<file path="src/rtl/param_dual_ram_pkg.sv">
// Shared constants and types for the parameterised byte-lane dual-port RAM.
package param_dual_ram_pkg;

  localparam int unsigned DEF_DATA_W = 8;
  localparam int unsigned DEF_ADDR_W = 6;
  localparam int unsigned DEF_LANE_W = 8;

  typedef enum logic [0:0] {
    ST_INIT  = 1'b0,
    ST_READY = 1'b1
  } state_e;

  // Number of byte-enable lanes in a word.
  function automatic int unsigned lane_count(input int unsigned data_w, input int unsigned lane_w);
    return data_w / lane_w;
  endfunction

endpackage

</file>
<file path="src/rtl/ram_init_seq.sv">
// Power-on clear sequencer: sweeps every address once with a zero write,
// then parks in READY until the next reset.
module ram_init_seq
  import param_dual_ram_pkg::*;
#(
  parameter int unsigned ADDR_W = DEF_ADDR_W
) (
  input  logic              clk,
  input  logic              rst_n,
  output logic              init_busy,
  output logic [ADDR_W-1:0] clr_addr,
  output logic              clr_we_c
);

  state_e            state_q, state_d;
  logic [ADDR_W-1:0] cnt_q, cnt_d;
  logic              busy_d;

  always_ff @(posedge clk or negedge rst_n) begin
    if (!rst_n) begin
      state_q   <= ST_INIT;
      cnt_q     <= '0;
      init_busy <= 1'b1;
    end else begin
      state_q   <= state_d;
      cnt_q     <= cnt_d;
      init_busy <= busy_d;
    end
  end

  // The sweep leaves INIT on the edge that writes the last address.
  always_comb begin
    state_d  = state_q;
    cnt_d    = cnt_q;
    clr_we_c = 1'b0;
    case (state_q)
      ST_INIT: begin
        clr_we_c = 1'b1;
        cnt_d    = cnt_q + ADDR_W'(1);
        if (cnt_q == {ADDR_W{1'b1}}) state_d = ST_READY;
      end
      ST_READY: ;
      default: state_d = ST_INIT;
    endcase
    busy_d = (state_d == ST_INIT);
  end

  assign clr_addr = cnt_q;

endmodule

</file>
<file path="src/rtl/param_dual_ram.sv">
// Byte-lane dual-port RAM with self-clearing init sweep and write-first reads.
// Define PARAM_DUAL_RAM_OUT_REG_EN to add a second output register stage (latency 2).
module param_dual_ram
  import param_dual_ram_pkg::*;
#(
  parameter  int unsigned DATA_W = DEF_DATA_W,
  parameter  int unsigned ADDR_W = DEF_ADDR_W,
  parameter  int unsigned LANE_W = DEF_LANE_W,
  localparam int unsigned NLANES = DATA_W / LANE_W
) (
  input  logic              clk,
  input  logic              rst_n,
  input  logic              w_en,
  input  logic [ADDR_W-1:0] w_addr,
  input  logic [NLANES-1:0] w_be,
  input  logic [DATA_W-1:0] data_in,
  input  logic              r_en,
  input  logic [ADDR_W-1:0] r_addr,
  output logic [DATA_W-1:0] data_out,
  output logic              r_valid,
  output logic              init_busy
);

  localparam int unsigned DEPTH = 1 << ADDR_W;

  logic [DATA_W-1:0] mem [DEPTH];

  logic [ADDR_W-1:0] clr_addr;
  logic              clr_we_c;
  logic              ready_c;
  logic              wr_fire_c;
  logic              rd_fire_c;
  logic [DATA_W-1:0] rd_word_c;
  logic [DATA_W-1:0] s1_data_q;
  logic              s1_valid_q;

  ram_init_seq #(
    .ADDR_W (ADDR_W)
  ) u_init_seq (
    .clk       (clk),
    .rst_n     (rst_n),
    .init_busy (init_busy),
    .clr_addr  (clr_addr),
    .clr_we_c  (clr_we_c)
  );

  assign ready_c   = ~init_busy;
  assign wr_fire_c = w_en & ready_c;
  assign rd_fire_c = r_en & ready_c;

  // Clear sweep has priority; user writes only land once READY.
  always_ff @(posedge clk) begin
    if (clr_we_c) begin
      mem[clr_addr] <= '0;
    end else if (wr_fire_c) begin
      for (int unsigned l = 0; l < NLANES; l++) begin
        if (w_be[l]) mem[w_addr][l*LANE_W +: LANE_W] <= data_in[l*LANE_W +: LANE_W];
      end
    end
  end

  // Write-first bypass for lanes written to the address being read.
  always_comb begin
    rd_word_c = mem[r_addr];
    for (int unsigned l = 0; l < NLANES; l++) begin
      if (wr_fire_c && (w_addr == r_addr) && w_be[l]) begin
        rd_word_c[l*LANE_W +: LANE_W] = data_in[l*LANE_W +: LANE_W];
      end
    end
  end

  always_ff @(posedge clk or negedge rst_n) begin
    if (!rst_n) begin
      s1_data_q  <= '0;
      s1_valid_q <= 1'b0;
    end else begin
      s1_valid_q <= rd_fire_c;
      if (rd_fire_c) s1_data_q <= rd_word_c;
    end
  end

`ifdef PARAM_DUAL_RAM_OUT_REG_EN
  // Extra pipeline stage; data still reflects the request-time collision merge.
  always_ff @(posedge clk or negedge rst_n) begin
    if (!rst_n) begin
      data_out <= '0;
      r_valid  <= 1'b0;
    end else begin
      r_valid <= s1_valid_q;
      if (s1_valid_q) data_out <= s1_data_q;
    end
  end
`else
  assign data_out = s1_data_q;
  assign r_valid  = s1_valid_q;
`endif

endmodule

</file>
<file path="config.mk">
export PLATFORM = sky130hd
export DESIGN_NAME = param_dual_ram
export DESIGN_NICKNAME = d
export VERILOG_FILES = /design/src/rtl/param_dual_ram_pkg.sv /design/src/rtl/ram_init_seq.sv /design/src/rtl/param_dual_ram.sv
export SDC_FILE = /design/constraint.sdc
export NUM_CORES = 1
export LEC_CHECK = 0
export CAP_MARGIN = 40
export CORE_MARGIN = 5
export CORE_UTILIZATION = 30
export DETAILED_ROUTE_END_ITERATION = 6
export DONT_BUFFER_PORTS = 1
export GPL_TIMING_DRIVEN = 1
export PLACE_DENSITY = 0.52
export SETUP_SLACK_MARGIN = 0.5
export SYNTH_ARGS = -nofsm -noshare
export SYNTH_HDL_FRONTEND = slang
export SYNTH_SLANG_ARGS = --single-unit
</file>
<file path="constraint.sdc">
create_clock -name clk -period 2.85 [get_ports clk]
set_clock_uncertainty 0.1 [all_clocks]
set_input_delay 0.7125 -clock clk [delete_from_list [all_inputs] [get_ports clk]]
set_output_delay 0.7125 -clock clk [all_outputs]
set_load 0.03 [all_outputs]
</file>
==> metrics.txt <==
result of the run complete, no violations; area grow syn2layout 20.6%; slack of the worst reg-to-reg path 0.46 ns; number of setup violations in the final report 0; Crit Path Max Fanout 8; R2R Path End mem[7][4]; # nets final 1,204; routed len/inst 24.6 um; residual overflow from global routing 0; most numerous cell in the Yosys netlist sky130_fd_sc_hd__edfxtp_1; Num CTS Buffers 52; standard-cell row count 97; maximum clock frequency ~420 MHz; H-tree depth 2; maximum buffer depth of the clock tree 3; Synth Register Bits 529; Finished Cell Area roughly 0.025 sq mm; IR drop worst, VDD a little under 0.5 mV; crit start category register; CTS tree yes; Synth Cell Area 0.0210 sq mm; async set or reset register ratio after synthesis 0.0321; Routed Antenna Nets 0; fraction of final layout cells sized beyond drive strength 1 0.318; Global Route Usage Sum 0.140; worst skew pair latency 0.59 ns; power density of the placed cells 596 mW/mm^2; critical path data required time 3.04 ns; Vias 10,500; Worst Hold End data_out[6]; nature of the critical path endpoint register; RR Startpoint u_init_seq.init_busy; number of design-rule violations left by the first detailed-router iteration 868; most common flop cell mapped by yosys sky130_fd_sc_hd__edfxtp_1; Total Die Area about 0.075 sq mm; unrepaired setup endpoints after global routing yes; post-synth top area share 0.732; depth of the worst register-to-register path 7; HPWL after detailed placement 32,400 um; Die Span X about 270 um; final total negative setup slack 0 ns; router iterations before antenna repair 5; worst-case headroom to the max-slew limit 0.467; portion of the clock cycle consumed by the worst path in the final layout 0.839; antenna diode count 0; endpoint arrival time on the critical path approximately 2.6 ns; Cell Area, Placed between 0.02 and 0.025 sq mm; library cell occupying the most area in the post-synthesis netlist sky130_fd_sc_hd__edfxtp_1; yosys warns 0; pin count of the biggest net entering global routing 140; Static Leak 6.73 nW; Max Transition Viols Final 0; global-route wire length before repair 77,000 um; Netlist cell types 46; routed vias/inst between 4 and 5; critical path type register to register; sequential share of the synthesized area 0.752; number of synthesized flops with an enable pin 512; DRT Wirelength ~53,000 um; number of global-route vias before repair 10,800; number of remaining DRC errors 0; top area cells in the synthesized netlist sky130_fd_sc_hd__edfxtp_1 (73%), sky130_fd_sc_hd__mux4_2 (12%), sky130_fd_sc_hd__mux2i_1 (3.2%); net count after synthesis ~1,100; minimum clock period 2.39 ns; CTS clock-pin slew for the worst setup and hold paths 0.06 ns; final-report hold violation count 0; starting density of the core 0.301; Die H between 200 and 300 um; total of buffers placed on input and output ports 0; top cells by count, synth sky130_fd_sc_hd__edfxtp_1 (512), sky130_fd_sc_hd__mux4_2 (109), sky130_fd_sc_hd__nor2_1 (69); slew at the pin closest to its max-slew limit about 0.8 ns; number of max-capacitance violations reported 0; CTS root buffer sky130_fd_sc_hd__clkbuf_16; number of antenna violations at the first check in global routing 1; number of top-level pins 35; Cells on Worst Hold Path 2; number of clock sinks 529; routability cong. 0.835; post-synthesis cell count 1,071; Mean Syn Cell Area roughly 20 sq um; placeable core region 0.0698 sq mm; type of the tightest min-delay check input pin to register; worst min-delay path startpoint data_in[6]
## power by group
group	internal [mW]	switching, mW	leakage [nW]
Clock	3.61	2.82	0.757
Combinational	0.131	0.0969	2.21
Sequential	8.41	0.0438	3.77
Total	12.1	2.96	6.73
## how the worst max path moves through the flow
stage                                     from    endpoint  slack [ns]  depth (start not counted)
after global placement                    w_be  mem[23][4]        0.03                          7
final                     u_init_seq.init_busy   mem[7][4]        0.46                          7
after global routing      u_init_seq.init_busy  mem[17][3]        0.40                          7
after CTS                 u_init_seq.init_busy   mem[0][6]        0.45                          7
after floorplan                           w_be  mem[11][0]        0.24                          7
after detailed placement                  w_be  mem[23][4]        0.04                          7
## flip-flops by register name, summed over array words and instances, names as in the netlist
signal,count
data_out,8
r_valid,1
u_init_seq.init_busy,1
mem,512
u_init_seq.state_q,1
u_init_seq.clr_addr,6
## what timing repair did
item	4_1_cts	5_1_grt
gates cloned	1	0
pin swaps	14	16
hold endpoints to repair	17	0
hold buffers	1	0
setup buffers	13	3
setup endpoints to repair	512	516
resized for setup	42	92
## cells by family after synthesis
kind of cell / after synthesis / synth area share
flip-flops: 529 / 0.752
buffers and inverters: 59 / 0.0151
adder cells (fa/ha/maj): 1 / 0.000596
AO/OA/AOI/OAI: 111 / 0.0354
AND/OR/NAND/NOR: 179 / 0.0406
multiplexers: 181 / 0.151
XOR/XNOR: 11 / 0.00459
## layer usage
metal | global-route usage | routed length [um]
met5 | 0 | 0
met1 | 0.192 | 22300
met4 | 0.0327 | 1060
met3 | 0.0454 | 4960
met2 | 0.220 | 24800
## metrics by stage
step / power, mW / hold WS [ns] / util / setup slack [ns] / std cells
2_1_floorplan: 8.88 / 0.317 / - / 0.237 / 1071
3_3_place_gp: 8.83 / 0.318 / 0.330 / 0.0335 / 2045
3_5_place_dp: 8.83 / 0.318 / 0.330 / 0.0410 / 2045
4_1_cts: 15.3 / 0.150 / 0.358 / 0.450 / 2153
5_1_grt: 15.6 / 0.156 / 0.363 / 0.397 / 2157
6_report: 15.1 / 0.187 / 0.363 / 0.458 / 2157
## critical path: stages, from the launching register on
cell                      delay, ns
sky130_fd_sc_hd__dfstp_2       0.53
sky130_fd_sc_hd__and3b_2       0.27
sky130_fd_sc_hd__and2_4        0.20
sky130_fd_sc_hd__buf_4         0.14
sky130_fd_sc_hd__o31ai_4       0.27
sky130_fd_sc_hd__nand2_4       0.23
sky130_fd_sc_hd__nor2_2        0.16
sky130_fd_sc_hd__buf_6         0.18
## cell type report
cell class / instances / area, sq um
sequential: 529 / 15800
clock buffer: 70 / 1400
inverter: 3 / 11.3
fill: 6437 / 44500
multi-input combinational: 484 / 5410
timing repair buffer: 108 / 1360
tap: 940 / 1180
clock inverter: 23 / 174
## cells in the final DEF (no fill, tap or decap), types with 6 or more instances in the layout
| cell | count |
|---|---|
| sky130_fd_sc_hd__buf_6 | 44 |
| sky130_fd_sc_hd__nand3b_1 | 7 |
| sky130_fd_sc_hd__nor2_2 | 17 |
| sky130_fd_sc_hd__mux4_2 | 109 |
| sky130_fd_sc_hd__edfxtp_1 | 512 |
| sky130_fd_sc_hd__and3_2 | 8 |
| sky130_fd_sc_hd__nand2_4 | 6 |
| sky130_fd_sc_hd__nand2_1 | 21 |
| sky130_fd_sc_hd__clkbuf_1 | 15 |
| sky130_fd_sc_hd__buf_12 | 28 |
| sky130_fd_sc_hd__nor2_1 | 12 |
| sky130_fd_sc_hd__buf_4 | 31 |
| sky130_fd_sc_hd__a21oi_1 | 23 |
| sky130_fd_sc_hd__xnor2_1 | 6 |
| sky130_fd_sc_hd__a22oi_1 | 43 |
| sky130_fd_sc_hd__nor2_4 | 40 |
| sky130_fd_sc_hd__clkbuf_16 | 52 |
| sky130_fd_sc_hd__clkinv_1 | 11 |
| sky130_fd_sc_hd__nand3_1 | 14 |
| sky130_fd_sc_hd__nand2_2 | 7 |
| sky130_fd_sc_hd__nor2b_1 | 17 |
| sky130_fd_sc_hd__mux2i_1 | 65 |
| sky130_fd_sc_hd__nand2b_1 | 7 |
| sky130_fd_sc_hd__a211oi_1 | 6 |
| sky130_fd_sc_hd__a31oi_1 | 6 |
| sky130_fd_sc_hd__dfrtp_1 | 15 |
Power figures use the tool's default switching activity.
